## config.mk

```make
export PLATFORM = sky130hd
export DESIGN_NAME = ifid_queue
export DESIGN_NICKNAME = d
export VERILOG_FILES = /design/src/rtl/ifid_queue.sv
export SDC_FILE = /design/constraint.sdc
export NUM_CORES = 1
export LEC_CHECK = 0
export ABC_AREA = 1
export CORE_ASPECT_RATIO = 1.2
export CORE_UTILIZATION = 30
export DETAILED_ROUTE_END_ITERATION = 12
export GPL_TIMING_DRIVEN = 1
export PLACE_DENSITY = 0.51
export SLEW_MARGIN = 20
export SYNTH_ARGS = -nofsm -noshare
export SYNTH_HDL_FRONTEND = slang
export SYNTH_SLANG_ARGS = --single-unit
```

## constraint.sdc

```tcl
create_clock -name clk -period 4.9 [get_ports clk]
set_input_delay 0.98 -clock clk [delete_from_list [all_inputs] [get_ports clk]]
set_output_delay 0.98 -clock clk [all_outputs]
set_load 0.005 [all_outputs]
```

## src/rtl/ifid_queue.sv

```systemverilog
// Fetch-to-decode instruction queue: first-word fall-through FIFO of {pc, instr}
// pairs with redirect flush and a PC+8 link value alongside the head entry.
module ifid_queue #(
  parameter int DEPTH = 4,
  parameter int AW    = 2
) (
  input  logic          clk,
  input  logic          reset,
  input  logic          flush,
  input  logic          in_valid,
  input  logic [31:0]   in_pc,
  input  logic [31:0]   in_instr,
  output logic          in_ready,
  output logic          out_valid,
  output logic [31:0]   out_pc,
  output logic [31:0]   out_instr,
  output logic [31:0]   out_pc8,
  input  logic          out_ready,
  output logic [AW:0]   count
);

  localparam logic [AW:0] LP_DEPTH = (AW + 1)'(DEPTH);

  logic [63:0]   r_mem [DEPTH];
  logic [AW-1:0] r_rd_ptr;
  logic [AW-1:0] r_wr_ptr;
  logic [AW:0]   r_cnt;

  logic          w_full;
  logic          w_empty;
  logic          w_push;
  logic          w_pop;
  logic [63:0]   w_head;

  assign w_full  = (r_cnt == LP_DEPTH);
  assign w_empty = (r_cnt == '0);
  // in_ready depends on occupancy alone, so a full queue refuses a push even during a pop.
  assign w_push  = in_valid & ~w_full;
  assign w_pop   = out_ready & ~w_empty;
  assign w_head  = r_mem[r_rd_ptr];

  assign in_ready  = ~w_full;
  assign out_valid = ~w_empty;
  assign out_pc    = w_empty ? 32'h0 : w_head[63:32];
  assign out_instr = w_empty ? 32'h0 : w_head[31:0];
  assign out_pc8   = w_empty ? 32'h0 : (w_head[63:32] + 32'd8);
  assign count     = r_cnt;

  // Storage is not reset; entries are only observed once written.
  always_ff @(posedge clk) begin
    if (w_push && !reset && !flush) begin
      r_mem[r_wr_ptr] <= {in_pc, in_instr};
    end
  end

  always_ff @(posedge clk) begin
    if (reset || flush) begin
      r_rd_ptr <= '0;
      r_wr_ptr <= '0;
      r_cnt    <= '0;
    end else begin
      if (w_push) begin
        r_wr_ptr <= r_wr_ptr + 1'b1;
      end
      if (w_pop) begin
        r_rd_ptr <= r_rd_ptr + 1'b1;
      end
      if (w_push && !w_pop) begin
        r_cnt <= r_cnt + 1'b1;
      end else if (w_pop && !w_push) begin
        r_cnt <= r_cnt - 1'b1;
      end
    end
  end

endmodule
```

==> flow_summary.ini <==
[die]
fp.dieW_um = 184
die-area_sq_um = 40600
core_sq_um = 39000
rows = 79
die_h_um = 221
ios = 170
start_util_pct = 30.6

[logic_synthesis]
synth_top_cell_by_area = edfxtp_1
synth_area_leaders = edfxtp_1, nand2_1, nor2_1
synthFlopType = edfxtp_1
ys_seq_area_share_pct = 65.9
yosys-top-cells-count = nand2_1, edfxtp_1, nor2_1
synth_seq_cells = 265
yosys.area.top_type_share_pct = 64.4
netlist_instances = 1154
avgSynthCellArea_sq_um = 10.3
synth.most_common_cell = nand2_1
synthArstFlopShare_pct = 0
yosysUniqueCellTypes = 32
syn_nets = 1230
synth_edf_count = 256
synth_warnings = 0
synthesis.area_sq_um = 11900

[clock_tree]
cts-root-buf = clkbuf_16
max-clock-path-buffers = 3
postCtsSetupBuffers = 0
clkTransAtPathRegs_ps = 60
htreeDepth = 1
holdBufCountCts = 0
cts-resized-gates = 0
cts_tree = yes
cts_num_sinks = 265
cts_buffers = 30
insertion_delay_ps = 550

[finish]
drive_gt1_share_pct = 8.24
area_growth_pct = 26.3
fin_util_pct = 38.6
finalNetCount = 1388

[global_route]
grt_pass1_vias = 8192
grt_max_degree = 77
antenna_found_initial = 3
grt_overflow = 0
grt_pass1_wl_um = 47200
grt_usage_pct = 15.3

[critical_path]
critPathKind = reg2out
cp.arrival_ps = 3550
crit_fanout = 76
slowest_delay_ps = 560
timing.rr.end = r_mem[3][41]
cp_cell_sequence = inv_8 > nand2_1 > nand3_1 > nand2_1 > inv_1 > ha_1 > nand3_2 > nor2_4 > nand3_4 > nor2_4 > nand2_1 > nand2_1 > inv_1 > nor2_1 > clkdlybuf4s50_1
reg2reg_slack_ps = 2480
cpMostUsedCell = nand2_1
crit_slowest_cell = clkdlybuf4s50_1
cp.required_ps = 3920
rr_worst_depth = 7
start_kind = flip-flop
timing.rr.start = count[0]
endpoint_kind = primary output

[sta]
tns_ps = 0
fin_crit_sh_pct = 92.4
period_needed_ps = 4530
rsz0062_at_grt = no
drv_slew = 0
hold_viol = 0
fin_worst_skew_ps = 12.6
tightest_slew_ps = 927
max_freq_mhz = 221
finalSetupViolations = 0
relSlewSlack_pct = 38.2

[pwr]
p_per_area_nw_per_um2 = 354
p_leak_uw = 0.00540
max-vdd-ir-drop_mv = 0.241

[route]
drt_iter0_drc = 454
drc = 0
antenna_left = 0
wl_per_cell_um = 16.9
vias = 8453
via_per_inst = 4.54
drt-total-wl_um = 31400
dr.pass1.iters = 5

[min_path]
hold_path_class = reg2reg
min-delay-start = r_rd_ptr[0]
worstHoldPathCells = 1

[placed_design]
post-dp-hpwl_um = 19700
gp_congestion = 0.844
portBuffers = 169

[job]
maxCapViolCount = 0

[run_status]
status = complete, no violations
==> sequential cells by signal, summed over array words and instances (netlist names), named ones only <==
register  cells
r_mem       256
count         3
r_rd_ptr      2
r_wr_ptr      2
==> per-stage QoR <==
| stage | setup slack [ps] | hold WS (ps) | power, uW | cells | instance area (sq um) |
|---|---|---|---|---|---|
| 4_1_cts | 279 | 481 | 5420 | 1861 | 15100 |
| 3_3_place_gp | 847 | 455 | 3290 | 1806 | 14100 |
| 6_report | 373 | 475 | 5340 | 1862 | 15100 |
| 5_1_grt | 58.7 | 524 | 5560 | 1861 | 15100 |
| 3_5_place_dp | 886 | 465 | 3290 | 1806 | 14100 |
| 2_1_floorplan | 358 | 436 | 2890 | 1154 | 11900 |
==> how the worst max path moves through the flow <==
stage                   start     endpoint  slack, ps  cells past startpoint
floorplan               reset  r_mem[0][0]        360                      3
global route        flip-flop  out_pc8[23]         60                     14
CTS                 flip-flop  out_pc8[23]        280                     15
detailed placement  flip-flop  out_pc8[23]        890                     15
finish              flip-flop  out_pc8[23]        370                     15
global placement    flip-flop  out_pc8[23]        850                     15
==> routing by layer <==
metal  global-route usage (%)  vias up  part of all wire (%)
met5                        0        -                 0.061
met4                     3.06        4                   1.2
met3                     3.18       39                   6.0
met2                     26.6      222                    48
met1                     19.7     3977                    44
li1                         -     4211                     -
==> power by group <==
group	total, uW	switching, uW	internal (uW)
Sequential	2530	16.2	2520
Combinational	699	374	326
Clock	2110	856	1250
Total	5340	1250	4100
==> cells in the final DEF (no fill, tap or decap), types with 3 or more instances in the layout <==
| master | count |
|---|---|
| edfxtp_1 | 256 |
| xor2_1 | 3 |
| clkinv_1 | 7 |
| clkbuf_16 | 31 |
| nand2_1 | 288 |
| clkdlybuf4s50_1 | 169 |
| o21ai_0 | 86 |
| nor2_4 | 12 |
| buf_12 | 6 |
| nor2_1 | 220 |
| nand2_2 | 20 |
| nand3_2 | 4 |
| buf_4 | 9 |
| clkinv_2 | 6 |
| nand4_1 | 3 |
| clkbuf_1 | 7 |
| nor3_1 | 3 |
| ha_1 | 6 |
| nor2_2 | 11 |
| a21oi_1 | 57 |
| and2_1 | 3 |
| inv_1 | 43 |
| dfxtp_1 | 7 |
| nand3_1 | 61 |
==> cells by family (layout without fill, tap and decap cells) <==
kind of cell             Yosys count  after routing  share of synthesized area, %
AO/OA/AOI/OAI                    148            148                          6.33
XOR/XNOR                           3              3                         0.220
adder cells (fa/ha/maj)            7              7                         0.796
buffers and inverters            103            284                          4.63
flip-flops                       265            265                          65.9
other                              0              1                             0
AND/OR/NAND/NOR                  628            628                          22.1
==> layout make-up <==
cell class / instances / area, sq um
diodes: 1 / 2.50
clock buffers: 38 / 802
clock inverters: 17 / 133
fillers: 3848 / 24000
inverters: 45 / 179
multi-input cells: 786 / 3550
flip-flops and latches: 265 / 7880
well taps: 526 / 658
repair buffers: 184 / 1880
==> worst max-delay path, delay by kind of cell (launching register included) <==
family | cells | cell delay (ps)
fa+ha+maj | 1 | 180
buf+inv | 4 | 1050
flops | 1 | 460
simple gates | 10 | 1240
(Power assumes the default switching activity.)
==> edit 1, RTL diff (same flow settings) <==
Set the parameter `DEPTH` to 8 (it was 4).
--- a/src/rtl/ifid_queue.sv
+++ b/src/rtl/ifid_queue.sv
@@ -1,7 +1,7 @@
 // Fetch-to-decode instruction queue: first-word fall-through FIFO of {pc, instr}
 // pairs with redirect flush and a PC+8 link value alongside the head entry.
 module ifid_queue #(
-  parameter int DEPTH = 4,
+  parameter int DEPTH = 8,
   parameter int AW    = 2
 ) (
   input  logic          clk,
Behaviour: not the same (a bounded check fails within 4 cycles, from zero or initial values).
==> edit 1 against the unedited design <==
  * Sequential share of layout area is 0.13 points higher
  * Sequential cell count stayed put
  * Total power is 3.1% lower
  * Largest power group unchanged
  * Utilization hardly changed
  * Routed wire length is 1.8% higher
  * Largest cell class unchanged
  * Worst setup slack better by 0.040 ns
  * Cell area is 0.26% lower
  * Via count is 2.4% higher
  * Synthesized area is 0.12% lower
==> edit 1: results (changes against the unedited design) <==
outcome: "completed"
post-place-ws_ns: 0.976  # +0.0903 ns
drive_above_1_share: 0.0673  # -0.0151
vias: 8657  # +2.4%
drt-vias-per-instance: 4.61  # +1.5%
synthDistinctLibCells: 29  # -9.4%
synth_nets: 1249  # +1.5%
cts.clk_slew.worst_paths_ns: 0.06  # about the same
placed_cells: 1826  # +1.1%
nets: 1407  # +1.4%
synth_area_leaders: "edfxtp_1 (64%), nand2_1 (9.6%), nor2_1 (7.3%)"
wirelength_um: 32000  # +1.8%
reg2reg_slack_ns: 1.68  # -0.80 ns
grt_usage: 0.158  # +0.00431
synthAdderAreaFrac: 0.00797  # +0.00000919
min-delay-start: "r_rd_ptr[1]"
crit_arrival_ns: 3.51  # -0.04 ns
synth_xor_area_frac: 0  # -0.00220
ys_top_cells_by_count: "nand2_1 (305), edfxtp_1 (256), nor2_1 (231), o21ai_0 (88), nand3_1 (66)"
grt_pass1_wl_um: 48400  # +2.5%
hold_depth: 2  # +1
fin_skew_ns: 0.00970  # -0.00294 ns
p_leak_nw: 5.39  # -0.19%
grt_max_degree: 85  # +10%
slew_headroom: 0.358  # -0.0238
drt_iter0_markers: 514  # +13%
crit_end: "out_pc8[28]"
## edit 1: per-layer routing
| metal | track usage | up-vias | part of all wire |
|---|---|---|---|
| met4 | 0.0414 | 10 | 0.018 |
| met1 | 0.197 | 4087 | 0.44 |
| li1 | - | 4269 | - |
| met5 | 0 | - | 0.0020 |
| met2 | 0.273 | 243 | 0.48 |
| met3 | 0.0367 | 48 | 0.064 |
## edit 1: power by group
| group | internal [mW] | total [mW] | switching [mW] |
|---|---|---|---|
| registers | 2.50 | 2.51 | 0.00984 |
| logic | 0.261 | 0.544 | 0.283 |
| clock network | 1.29 | 2.13 | 0.837 |
| total | 4.05 | 5.18 | 1.13 |
## edit 1: critical path, cell delays in order, from the launching register on
cell and delay (ns):
dfxtp_4 0.58, buf_4 0.49, nand2_1 0.13, nand2_1 0.10, nand2_1 0.05, nand2_1 0.19
nand2_1 0.10, nor2_1 0.21, nand2_1 0.14, nor2_1 0.18, a21oi_1 0.09, nor2_1 0.13
clkdlybuf4s50_1 0.53
## edit 1: area by class of cell
class / count / area (sq um)
Clock buffer: 39 / 763
Inverter: 51 / 204
Fill cell: 3859 / 23900
Clock inverter: 13 / 158
Tap cell: 526 / 658
Sequential cell: 265 / 7880
Timing Repair Buffer: 186 / 1870
Multi-Input combinational cell: 798 / 3520
## edit 1: cell families after synthesis
| group | Yosys count |
|---|---|
| compound gates | 150 |
| fa+ha+maj | 7 |
| buf+inv | 110 |
| flops | 265 |
| simple gates | 641 |
## edit 1: metrics by stage
step	hold slack, ns	area [sq um]
after floorplan	0.436	11900
after global placement	0.440	14100
after detailed placement	0.444	14100
after CTS	0.452	15000
after global routing	0.527	15000
final	0.449	15000
==> edit 2, RTL diff (same flow settings) <==
Without the edit above. Register the output `count` once more, without a reset; this adds one clock of latency there. The other outputs are not delayed to match.
--- a/src/rtl/ifid_queue.sv
+++ b/src/rtl/ifid_queue.sv
@@ -44,7 +44,9 @@
   assign out_pc    = w_empty ? 32'h0 : w_head[63:32];
   assign out_instr = w_empty ? 32'h0 : w_head[31:0];
   assign out_pc8   = w_empty ? 32'h0 : (w_head[63:32] + 32'd8);
-  assign count     = r_cnt;
+  always_ff @(posedge clk) begin
+    count <= r_cnt;
+  end
 
   // Storage is not reset; entries are only observed once written.
   always_ff @(posedge clk) begin
Behaviour: not the same (Yosys sat finds a counterexample within 4 cycles, from zero or initial values).
==> edit 2 against the unedited design <==
  * Die area increased by 0.39%
  * Clock power barely moved
  * Routed wire length increased by 0.18%
  * Synthesized cell count rose by 0.52%
  * Worst setup slack got worse by 0.087 ns
  * Fmax fell by 1.9%
  * First-iteration DRC count shrank 9.5%
  * Critical path type unchanged
  * Count of clock-buffer cells in the layout did not move
  * Synthesized area up 0.40%
  * Global-route usage is 0.21 points higher
  * Sequential cell count grew 3
  * Cell area up 0.37%
  * Utilization is 0.14 points higher
  * Total power rose by 0.56%
==> edit 2: results (changes against the unedited design) <==
first_pass_iters: 5  # unchanged
synth-compound-area-share: 0.0626  # -0.000669
syn_area_per_cell_sq_um: 10.3  # -0.12%
synth_area_leaders: "edfxtp_1 (64%), nand2_1 (9.1%), nor2_1 (7.0%)"
placed_cells: 1813  # +0.39%
htreeDepth: 1  # unchanged
synth_xor_area_frac: 0.00219  # -0.00000873
outcome: "completed"
synth_mux_area_frac: 0  # unchanged
async_flop_share: 0  # unchanged
synthAdderAreaFrac: 0.00793  # -0.0000316
grt_pass1_wl_um: 48100  # +1.8%
drv_slew: 0  # unchanged
top_regs: "r_mem (256), count (3), r_cnt (3)"
rr_startpoint: "r_cnt[0]"
hold_depth: 0  # -1
p_leak_nw: 5.42  # +0.37%
critPathMaxFanout: 44  # -42%
fillers: 3815  # -0.86%
reg2reg_slack_ns: 2.40  # -0.08 ns
grt_usage: 0.155  # +0.00212
diodes: 0  # -1
worst_hold_path.endpoint: "count[2]"
insertion_delay_ns: 0.56
antenna_found_initial: 2  # -1
cp_slowest_stage_delay_ns: 0.60  # +0.04 ns
grt_max_degree: 74  # -3.9%
crit_arrival_ns: 3.63  # +0.08 ns
min-delay-start: "r_cnt[2]"
irDropWorstVdd_mv: 0.223  # -7.6%
drive_above_1_share: 0.0828  # +0.000439
grt_pass1_vias: 8310  # +1.4%
cts.clk_slew.worst_paths_ns: 0.06  # about the same
synthDistinctLibCells: 31  # -3.1%
wl_per_cell_um: 16.9  # about the same
synth_nets: 1236  # +0.49%
post-dp-hpwl_um: 20200  # +2.6%
gp_congestion: 0.822  # -2.5%
cts_buffers: 30  # unchanged
yosysSeqAreaShare: 0.661  # +0.00240
crit_slowest_cell: "clkdlybuf4s50_1"
rr_worst_depth: 10  # +3
clk_root_buffer_cell: "clkbuf_16"
synth_edf_count: 256  # unchanged
port_buffers: 169  # unchanged
clockBufferDepth: 3  # unchanged
ys_warn_count: 0  # unchanged
ys_top_cells_by_count: "nand2_1 (290), edfxtp_1 (256), nor2_1 (224), o21ai_0 (86), nand3_1 (61)"
fin_skew_ns: 0.0233  # +0.0107 ns
drt_iter0_markers: 411  # -9.5%
nets: 1395  # +0.50%
final-instance-count-excl-fill: 1866  # +0.21%
placed_cell_area_sq_um: 14200  # +0.42%
worst_slew_pin_slew_ns: 0.786  # -0.141 ns
min_path_type: "reg -> reg"
vias: 8431  # -0.26%
r2r_end: "r_cnt[2]"
[edit 2: changes by cell type after synthesis, sizes merged]
cell / delta
buf: +4
clkbuf: -4
dfxtp: +3
inv: +2
nand2: +1
nand3: +1
o21ai: -1
[edit 2: stage by stage]
stage                     worst slack (ns)  hold slack [ns]   util
final                                0.287            0.416  0.388
after global routing                0.0438            0.425  0.388
after detailed placement             0.816            0.409  0.364
after global placement               0.832            0.408  0.364
after floorplan                      0.358            0.374      -
after CTS                            0.191            0.419  0.388
[edit 2: worst max-delay path by stage]
stage,startpoint,to
after floorplan,reset,r_mem[0][0]
after global placement,flip-flop,out_pc8[25]
after detailed placement,flip-flop,out_pc8[25]
after CTS,flip-flop,out_pc8[25]
after global routing,flip-flop,out_pc8[23]
final,flip-flop,out_pc8[23]
[edit 2: layer usage]
metal | GRT usage | vias up | part of all wire
met3 | 0.0316 | 42 | 0.058
met1 | 0.201 | 3942 | 0.44
li1 | - | 4232 | -
met5 | 0 | - | 0.00067
met4 | 0.0395 | 4 | 0.018
met2 | 0.264 | 211 | 0.48
[edit 2: timing repair]
action                     in CTS  in global routing
setup endpoints to repair       0                  1
gates resized for setup         0                  1
setup buffers                   0                  0
[edit 2: power breakdown]
group,switching (mW),internal (mW)
clock network,0.863,1.25
logic,0.372,0.327
registers,0.0148,2.54
total,1.25,4.12
[edit 2: layout make-up]
cell class | instances | area share
inverter | 47 | 0.0123
tap | 526 | 0.0435
timing repair buffer | 185 | 0.124
clock buffer | 38 | 0.0530
clock inverter | 15 | 0.00843
sequential | 268 | 0.524
multi-input combinational | 787 | 0.235
[edit 2: critical path: cells and delay by family (launching register included)]
kind | cells | cell delay [ns]
AND/OR/NAND/NOR | 11 | 1.34
buffers and inverters | 4 | 1.27
flip-flops | 1 | 0.42
